[config.mk]
export PLATFORM = sky130hd
export DESIGN_NAME = tx_lane_sched_flat
export DESIGN_NICKNAME = d
export VERILOG_FILES = /design/src/rtl/tx_lane_sched_if.sv /design/src/rtl/tx_lane_sched.sv /design/src/flat_wrapper.sv
export SDC_FILE = /design/constraint.sdc
export NUM_CORES = 1
export LEC_CHECK = 0
export BUFFER_PORTS_ARGS = -buffer_cell sky130_fd_sc_hd__buf_4
export CORE_MARGIN = 2
export CORE_UTILIZATION = 40
export DETAILED_ROUTE_END_ITERATION = 12
export PLACE_DENSITY_LB_ADDON = 0.12
export RECOVER_POWER = 100
export SETUP_SLACK_MARGIN = 0.4
export SYNTH_ARGS = -nofsm -noshare
export SYNTH_HDL_FRONTEND = slang
export SYNTH_SLANG_ARGS = --single-unit
export TNS_END_PERCENT = 50
[constraint.sdc]
create_clock -name Cclk -period 7.5 [get_ports Cclk]
set_clock_uncertainty 0.2 [all_clocks]
set_input_delay 0 -clock Cclk [delete_from_list [all_inputs] [get_ports Cclk]]
set_output_delay 0 -clock Cclk [all_outputs]
set_load 0.005 [all_outputs]
[src/rtl/tx_lane_sched_if.sv]
// Framed 24-bit output stream of the lane scheduler: valid/ready handshake
// plus start-of-frame, end-of-line and end-of-frame qualifiers.
interface tx_lane_sched_if;
  logic [23:0] tx_data;
  logic        tx_valid;
  logic        tx_ready;
  logic        tx_sof;
  logic        tx_eol;
  logic        tx_eof;

  modport master (output tx_data, tx_valid, tx_sof, tx_eol, tx_eof, input tx_ready);
  modport slave  (input tx_data, tx_valid, tx_sof, tx_eol, tx_eof, output tx_ready);
endinterface

[src/rtl/tx_lane_sched.sv]
// Round-robin scheduler for the four camera transmit lanes: emits a sync word,
// then per line a header and interleaved lane samples, pacing each lane advance.
module tx_lane_sched #(
  parameter int          LINE_WORDS  = 160,
  parameter int          FRAME_LINES = 240,
  parameter int          DATA_LAT    = 5,
  parameter logic [23:0] FRAME0      = 24'haa8d55,
  parameter logic [23:0] FRAME1      = 24'haab155,
  parameter logic [7:0]  HSYNC       = 8'h55
) (
  input  logic            Cclk,
  input  logic            rst,
  input  logic [3:0]      TranEn,
  input  logic [47:0]     TranData,
  input  logic            TranFraimSync,
  output logic [3:0]      TranNextData,
  output logic            frame_abort,
  output logic            busy,
  tx_lane_sched_if.master tx
);

  localparam int WORD_W = (LINE_WORDS > 1) ? $clog2(LINE_WORDS) : 1;
  localparam int WAIT_W = (DATA_LAT > 1) ? $clog2(DATA_LAT) : 1;
  localparam logic [WORD_W-1:0] LAST_WORD = WORD_W'(LINE_WORDS - 1);
  localparam logic [WAIT_W-1:0] LAST_WAIT = WAIT_W'(DATA_LAT - 1);
  localparam logic [15:0]       LAST_LINE = 16'(FRAME_LINES - 1);

  typedef enum logic [2:0] {IDLE, SYNC, HDR, WAIT, DATA, REARM} state_t;

  state_t            state_q, state_d;
  logic [3:0]        mask_q, mask_d;
  logic              par_q, par_d;
  logic [1:0]        lane_q, lane_d;
  logic [WORD_W-1:0] word_q, word_d;
  logic [15:0]       line_q, line_d;
  logic [WAIT_W-1:0] wait_q, wait_d;
  logic [3:0]        next_d;
  logic              abort_d;
  logic [11:0]       sample;
  logic              last_lane;
  logic              eol_hit;

  function automatic logic [1:0] lowest_lane(input logic [3:0] m);
    lowest_lane = 2'd0;
    for (int i = 3; i >= 0; i--) if (m[i]) lowest_lane = 2'(i);
  endfunction

  function automatic logic [1:0] highest_lane(input logic [3:0] m);
    highest_lane = 2'd0;
    for (int i = 0; i < 4; i++) if (m[i]) highest_lane = 2'(i);
  endfunction

  // Next latched lane above l; wraps to the lowest one past the highest.
  function automatic logic [1:0] next_lane(input logic [3:0] m, input logic [1:0] l);
    next_lane = lowest_lane(m);
    for (int i = 3; i >= 0; i--) if (m[i] && (i > int'(l))) next_lane = 2'(i);
  endfunction

  assign sample    = TranEn[lane_q] ? TranData[12*int'(lane_q) +: 12] : 12'h000;
  assign last_lane = (lane_q == highest_lane(mask_q));
  assign eol_hit   = (word_q == LAST_WORD) && last_lane;
  assign busy      = !(state_q inside {IDLE, REARM});

  always_comb begin
    // NOTE: every signal driven here gets a default first so no path leaves it
    // unassigned; otherwise synthesis infers a latch.
    state_d     = state_q;
    mask_d      = mask_q;
    par_d       = par_q;
    lane_d      = lane_q;
    word_d      = word_q;
    line_d      = line_q;
    wait_d      = wait_q;
    next_d      = 4'b0000;
    abort_d     = 1'b0;
    tx.tx_valid = 1'b0;
    tx.tx_data  = 24'h000000;
    tx.tx_sof   = 1'b0;
    tx.tx_eol   = 1'b0;
    tx.tx_eof   = 1'b0;

    unique case (state_q)
      IDLE: begin
        if (TranEn != 4'b0000) begin
          mask_d  = TranEn;
          par_d   = TranFraimSync;
          lane_d  = lowest_lane(TranEn);
          line_d  = 16'd0;
          state_d = SYNC;
        end
      end
      SYNC: begin
        tx.tx_valid = 1'b1;
        tx.tx_data  = par_q ? FRAME1 : FRAME0;
        tx.tx_sof   = 1'b1;
        if (tx.tx_ready) state_d = HDR;
      end
      HDR: begin
        tx.tx_valid = 1'b1;
        tx.tx_data  = {HSYNC, line_q};
        if (tx.tx_ready) begin
          word_d  = '0;
          wait_d  = '0;
          state_d = WAIT;
        end
      end
      WAIT: begin
        if (wait_q == LAST_WAIT) state_d = DATA;
        else                     wait_d  = wait_q + WAIT_W'(1);
      end
      DATA: begin
        tx.tx_valid = 1'b1;
        tx.tx_data  = {lane_q, 10'b0, sample};
        tx.tx_eol   = eol_hit;
        tx.tx_eof   = eol_hit && (line_q == LAST_LINE);
        if (tx.tx_ready) begin
          next_d[lane_q] = TranEn[lane_q];
          lane_d         = next_lane(mask_q, lane_q);
          if (last_lane) word_d = word_q + WORD_W'(1);
          if (eol_hit) begin
            line_d  = line_q + 16'd1;
            state_d = (line_q == LAST_LINE) ? REARM : HDR;
          end else begin
            wait_d  = '0;
            state_d = WAIT;
          end
        end
      end
      REARM: begin
        // Lanes must fully drain before another frame may start.
        if (TranEn == 4'b0000) state_d = IDLE;
      end
      default: state_d = IDLE;
    endcase

    if (busy && (TranEn == 4'b0000)) begin
      state_d = IDLE;
      abort_d = 1'b1;
      next_d  = 4'b0000;
    end
  end

  // NOTE: state registers use non-blocking assignments so every flop samples
  // pre-edge values regardless of process evaluation order.
  always_ff @(posedge Cclk) begin
    if (rst) begin
      state_q      <= IDLE;
      mask_q       <= 4'b0000;
      par_q        <= 1'b0;
      lane_q       <= 2'd0;
      word_q       <= '0;
      line_q       <= 16'd0;
      wait_q       <= '0;
      TranNextData <= 4'b0000;
      frame_abort  <= 1'b0;
    end else begin
      state_q      <= state_d;
      mask_q       <= mask_d;
      par_q        <= par_d;
      lane_q       <= lane_d;
      word_q       <= word_d;
      line_q       <= line_d;
      wait_q       <= wait_d;
      TranNextData <= next_d;
      frame_abort  <= abort_d;
    end
  end

endmodule

[src/flat_wrapper.sv]
// flat-port wrapper written by rule: the top's interface ports become plain ports
module tx_lane_sched_flat 
#(
  parameter int          LINE_WORDS  = 160,
  parameter int          FRAME_LINES = 240,
  parameter int          DATA_LAT    = 5,
  parameter logic [23:0] FRAME0      = 24'haa8d55,
  parameter logic [23:0] FRAME1      = 24'haab155,
  parameter logic [7:0]  HSYNC       = 8'h55
)
  (Cclk, rst, TranEn, TranData, TranFraimSync, TranNextData, frame_abort, busy, tx_tx_data, tx_tx_valid, tx_tx_sof, tx_tx_eol, tx_tx_eof, tx_tx_ready);
  tx_lane_sched_if tx_i ();
  input  logic Cclk;
  input  logic rst;
  input  logic [3:0] TranEn;
  input  logic [47:0] TranData;
  input  logic TranFraimSync;
  output logic [3:0] TranNextData;
  output logic frame_abort;
  output logic busy;
  output wire logic [$bits(tx_i.tx_data)-1:0] tx_tx_data;
  output wire logic [$bits(tx_i.tx_valid)-1:0] tx_tx_valid;
  output wire logic [$bits(tx_i.tx_sof)-1:0] tx_tx_sof;
  output wire logic [$bits(tx_i.tx_eol)-1:0] tx_tx_eol;
  output wire logic [$bits(tx_i.tx_eof)-1:0] tx_tx_eof;
  input wire logic [$bits(tx_i.tx_ready)-1:0] tx_tx_ready;
  assign tx_tx_data = tx_i.tx_data;
  assign tx_tx_valid = tx_i.tx_valid;
  assign tx_tx_sof = tx_i.tx_sof;
  assign tx_tx_eol = tx_i.tx_eol;
  assign tx_tx_eof = tx_i.tx_eof;
  assign tx_i.tx_ready = tx_tx_ready;
  tx_lane_sched #(.LINE_WORDS(LINE_WORDS), .FRAME_LINES(FRAME_LINES), .DATA_LAT(DATA_LAT), .FRAME0(FRAME0), .FRAME1(FRAME1), .HSYNC(HSYNC)) u_core (.Cclk(Cclk), .rst(rst), .TranEn(TranEn), .TranData(TranData), .TranFraimSync(TranFraimSync), .TranNextData(TranNextData), .frame_abort(frame_abort), .busy(busy), .tx(tx_i));
endmodule
### After elaboration in Yosys (flattened, before gate mapping)

Cells that the tools add are included.

| operators by class | value |
|---|---|
| bitwise operators | 3 |
| equality and inequality tests | 19 |
| muxes and demuxes | 51 |
| shifts and indexed selects | 1 |
| add/subtract/negate cells | 3 |
| $mul | 1 |
| reduce and logical (&&, ||, !) cells | 24 |
| magnitude comparators | 5 |

Operators with widths:

| operator | count |
|---|---|
| $pmux 24 s3 | 1 |
| $mux 16 | 3 |
| $shiftx 48x32->12 | 1 |
| $mux 3 | 12 |
| $pmux 16 s2 | 1 |
| $mux 2 | 15 |
| $mux 8 | 3 |
| $pmux 3 s6 | 1 |
| $add 16x1->16 const B | 1 |
| $eq 16x8->1 const B | 1 |
| $pmux 8 s2 | 1 |
| $mux 14 | 1 |
| $ne 2x2->1 const B | 7 |
| $mux 12 | 1 |
| $eq 3x3->1 const B | 3 |
| $pmux 3 s3 | 1 |
| $add 8x1->8 const B | 1 |
| $eq 8x8->1 const B | 1 |
| $mux 1 | 8 |
| $reduce_and 4->1 | 2 |
| $logic_and 1x1->1 | 7 |
| $eq 3x2->1 const B | 2 |
| $ne 2x1->1 const B | 3 |
| $reduce_and 6->1 | 1 |
| other kinds (25) | 29 |

| storage, ports and cells | value |
|---|---|
| register bits after elaboration | 42 |
| word-level logic and storage cells | 116 |
| output and inout bits | 34 |

### Longest topological paths before layout

| logic depth | value |
|---|---|
| word-level depth | 9 |
| depth in mapped cells | 8 |

### Worst setup path before layout

No wires, ideal clock.

| path | value |
|---|---|
| path type | register to register |
| start | register u_core.lane_q[1] |
| end | register u_core.line_q[11] |
| arrival time | 2.105 ns |
| buffers on the path | 2 |
| required time | 7.230 ns |
| cell stages (with the launch flop) | 7 |
| slack | 5.124 ns |
| period minus slack after synthesis | 2.376 ns |
| cells stage by stage | dfxtp_1 -> buf_2 -> or4_4 -> a311o_1 -> buf_2 -> or4_1 -> a21oi_1 |

| on the way | value |
|---|---|
| cells in the longest elaborated chain, start to end | 4 |

Ends and longest elaborated chain:

| what | line | RTL |
|---|---|---|
| from (decl) | tx_lane_sched.sv:33 | `logic [1:0] lane_q, lane_d;` |
| from (signal assigned) | tx_lane_sched.sv:160 | `lane_q <= lane_d;` |
| $eq 2x2->1 | tx_lane_sched.sv:60 | `assign last_lane = (lane_q == highest_lane(mask_q));` |
| $logic_and 1x1->1 | tx_lane_sched.sv:61 | `assign eol_hit = (word_q == LAST_WORD) && last_lane;` |
| $ne 2x1->1 (no source line) | -- |  |
| $reduce_and 4->1 (no source line) | -- |  |
| to (signal assigned) | tx_lane_sched.sv:162 | `line_q <= line_d;` |
| to (decl) | tx_lane_sched.sv:35 | `logic [15:0] line_q, line_d;` |

Every way passes these cells.
A chain may end at the register's enable or synchronous reset.

### Worst setup path after layout

| path | value |
|---|---|
| start | register u_core.state_q[1] |
| end | register u_core.line_q[7] |

| on the way | value |
|---|---|
| cells in the longest elaborated chain, start to end | 3 |
| elaborated cells on any way between the ends | 8 |
| classes of those cells | eq/ne (4); mux (1); reduce/logical (3) |

Ends and longest elaborated chain:

| what | line | RTL |
|---|---|---|
| from (decl) | tx_lane_sched.sv:30 | `state_t state_q, state_d;` |
| from (signal assigned) | tx_lane_sched.sv:157 | `state_q <= state_d;` |
| $eq 3x3->1 / $logic_not 3->1 (equally long branches) | tx_lane_sched.sv:82 | `unique case (state_q)` |
| $ne 2x1->1 (no source line) (tied with other cells) | -- |  |
| $reduce_and 4->1 (no source line) | -- |  |

Parallel ways exist; a longest one is shown, timed or not.

==> results.toml <==
[setup_path]
crit_start = "u_core.state_q[1]"
crit_type = "register to register"
cp_max_fo = 30
crit_required_ns = 7.53
arrival_ns = 3.25
worstSetupStartpointType = "register"
r2r_setup_slack_ns = 4.28
end_kind = "register"
rr_startpoint = "u_core.state_q[1]"

[drt]
ant_nets = 0
wl_per_cell_um = 15.9
vias = 3000
drt_iter0_markers = 170
routed_via_density = 5.76
drc_errors = 0
dr.pass1.iters = 4
drt-total-wl_mm = 8.29

[logic_synthesis]
synth_top_area_share_pct = 29.2
synthTopCellsByCount = "dfxtp_1 (42), nand2_1 (32), a21oi_1 (31)"
synthArstFlopShare_pct = 0
synthAdderAreaFrac_pct = 1.74
yosys.area_share.simple_pct = 25.0
ys_seq_elements = 42
syn_area_mm2 = 0.00288
ys_top_cells_by_area = "dfxtp_1 (29%), mux4_2 (10%), a21oi_1 (5.4%)"
synth-xor-area-share_pct = 0.913
synth_ff_type = "dfxtp_1"
yosys.area.top_type = "dfxtp_1"
synth_edf_count = 0
synth_top_family_by_area = "simple AND/OR/NAND/NOR gates"
synth_most_common_cell = "dfxtp_1"
postSynthAreaPerCell_um2 = 8.37
ys.warnings.count = 0
synthMuxAreaShare_pct = 12.3
synth_compound_area_share_pct = 24.6
synth_cells = 344
yosysSeqAreaShare_pct = 29.2
synth_fp_nets = 404
ys_types = 56

[global_route]
grt_pass1_vias = 2745
grt.total_usage_pct = 22.2
overflow = 0
antenna_found_initial = 0
grt_max_degree = 31
grt_pass1_wl_mm = 13.8

[clock_network]
clkTransAtPathRegs_ns = 0.09
cts_tree = "yes"
cts-root-buf = "clkbuf_8"
cts_buffers = 5
postCtsSetupBuffers = 0
numClockSinks = 42
htreeDepth = 2
clk_latency_ns = 0.30
clockBufferDepth = 2

[sta]
setup_tns_ns = 0
period_needed_ns = 3.22
finalHoldViolations = 0
maxSlewViolCount = 0
rsz0062_at_grt = "no"
period_share_pct = 43.0
tightestPinTransition_ns = 0.946
setup_viol = 0
max_freq_ghz = 0.310
maxSlewHeadroom_pct = 36.8

[cells_and_area]
fillers = 673
nets = 484
drive_gt1_share_pct = 25.4
fin_util_pct = 55.1
antenna_cells = 0
syn_to_final_growth_pct = 31.4

[power_and_ir_drop]
p_switching_uw = 328
clkPwrFrac_pct = 24.6
swShare_pct = 36.1
pwr-share-seq_pct = 32.5
leakage_nw = 1.48
power_frac_comb_pct = 42.8
power.density_mw_per_mm2 = 240
p_int_uw = 581
ir_drop_mv = 0.133

[place]
routabilityCongestion = 0.914
portBuffers = 89
dp_hpwl_mm = 6.21

[floorplan]
row_count = 30
die_w_um = 88.8
dieArea_mm2 = 0.00789
io_pins = 90
initial_utilization_pct = 41.9
core-area_mm2 = 0.00687
die_y_um = 88.8

[min_path]
worstHoldPathType = "register to register"
hold_path_startpoint = "u_core.word_q[7]"

[job]
maxCapViolCount = 0

[status]
status = "complete, no violations"
-- final timing paths --
kind / endpoint / depth (start not counted)
setup / recovery: u_core.line_q[7] / 5
hold / removal: u_core.word_q[7] / 2
setup reg to reg: u_core.line_q[7] / 5
hold reg to reg: u_core.word_q[7] / 2
-- through the flow --
| stage | setup slack, ns | cell area (µm²) | total power [mW] | std cells | hold WS (ns) |
|---|---|---|---|---|---|
| floorplan | 5.12 | 2880 | 0.562 | 344 | -0.0809 |
| global placement | 4.38 | 3550 | 0.693 | 501 | 0.0827 |
| detailed placement | 4.33 | 3550 | 0.695 | 501 | 0.0823 |
| CTS | 4.33 | 3810 | 0.925 | 521 | 0.278 |
| global route | 4.01 | 3780 | 0.974 | 521 | 0.304 |
| finish | 4.28 | 3780 | 0.909 | 521 | 0.282 |
-- worst max-delay path, cell delays in order, from the launching register on --
cell      delay (ns)
dfxtp_1         0.49
nor3_1          0.80
a21boi_1        0.23
a311o_1         0.69
or4_1           0.61
a21oi_1         0.14
-- cells in the final DEF, fill, tap and decap left out, types with 3 or more instances in the layout --
master and n:
a221o_1 7, or3_1 13, dlygate4sd3_1 12, mux4_2 13
and2_0 5, nor2b_1 3, a22oi_1 5, and3_1 6
a2111o_1 3, o21a_1 4, nor2_1 17, or4_1 6
clkbuf_8 6, a21boi_0 3, ha_1 4, mux2i_1 6
buf_4 62, nor4bb_1 4, nand2_1 32, nand4_1 4
clkbuf_1 6, nand3_1 19, nor3_1 3, a31oi_1 3
inv_1 12, clkbuf_4 23, o31ai_1 5, a21oi_1 31
o21ai_0 16, a21o_1 5, a22o_1 7, nor4_1 3
dfxtp_1 42
-- kinds of logic after synthesis --
group,after synthesis
AND/OR/NAND/NOR,130
AO/OA/AOI/OAI,104
buffers and inverters,42
flip-flops,42
multiplexers,19
adder cells (fa/ha/maj),4
XOR/XNOR,3
-- metal layers --
| layer | share of wire (%) | GRT usage (%) |
|---|---|---|
| met5 | 0 | 0 |
| met2 | 47 | 35.5 |
| met1 | 45 | 31.1 |
| met3 | 5.7 | 4.38 |
| met4 | 1.6 | 4.96 |
-- registers in the layout, indices dropped and copies added, names as in the netlist --
signal / count
u_core.line_q: 16
u_core.word_q: 8
u_core.TranNextData: 4
u_core.mask_q: 4
u_core.state_q: 3
u_core.wait_q: 3
u_core.lane_q: 2
u_core.frame_abort: 1
u_core.par_q: 1
-- area by class of cell --
| type | instances | area [µm²] | share of cell area [%] |
|---|---|---|---|
| well taps | 96 | 120 | 3.18 |
| multi-input cells | 260 | 1850 | 49.0 |
| flip-flops and latches | 42 | 841 | 22.2 |
| inverters | 12 | 45.0 | 1.19 |
| clock inverters | 2 | 60.1 | 1.59 |
| clock buffers | 6 | 82.6 | 2.18 |
| repair buffers | 103 | 781 | 20.6 |
-- what timing repair did --
action                    in CTS  in global routing
resized for setup              0                  0
hold buffers                  12                  0
hold endpoints to repair      21                  0
-- power groups by stage --
stage          clock, mW  sequential (mW)  combinational [mW]
2_1_floorplan          0            0.262               0.301
3_3_place_gp           0            0.301               0.392
3_5_place_dp           0            0.301               0.394
4_1_cts            0.228            0.295               0.402
5_1_grt            0.242            0.304               0.429
6_report           0.224            0.296               0.389
Power figures use the tool's default switching activity.
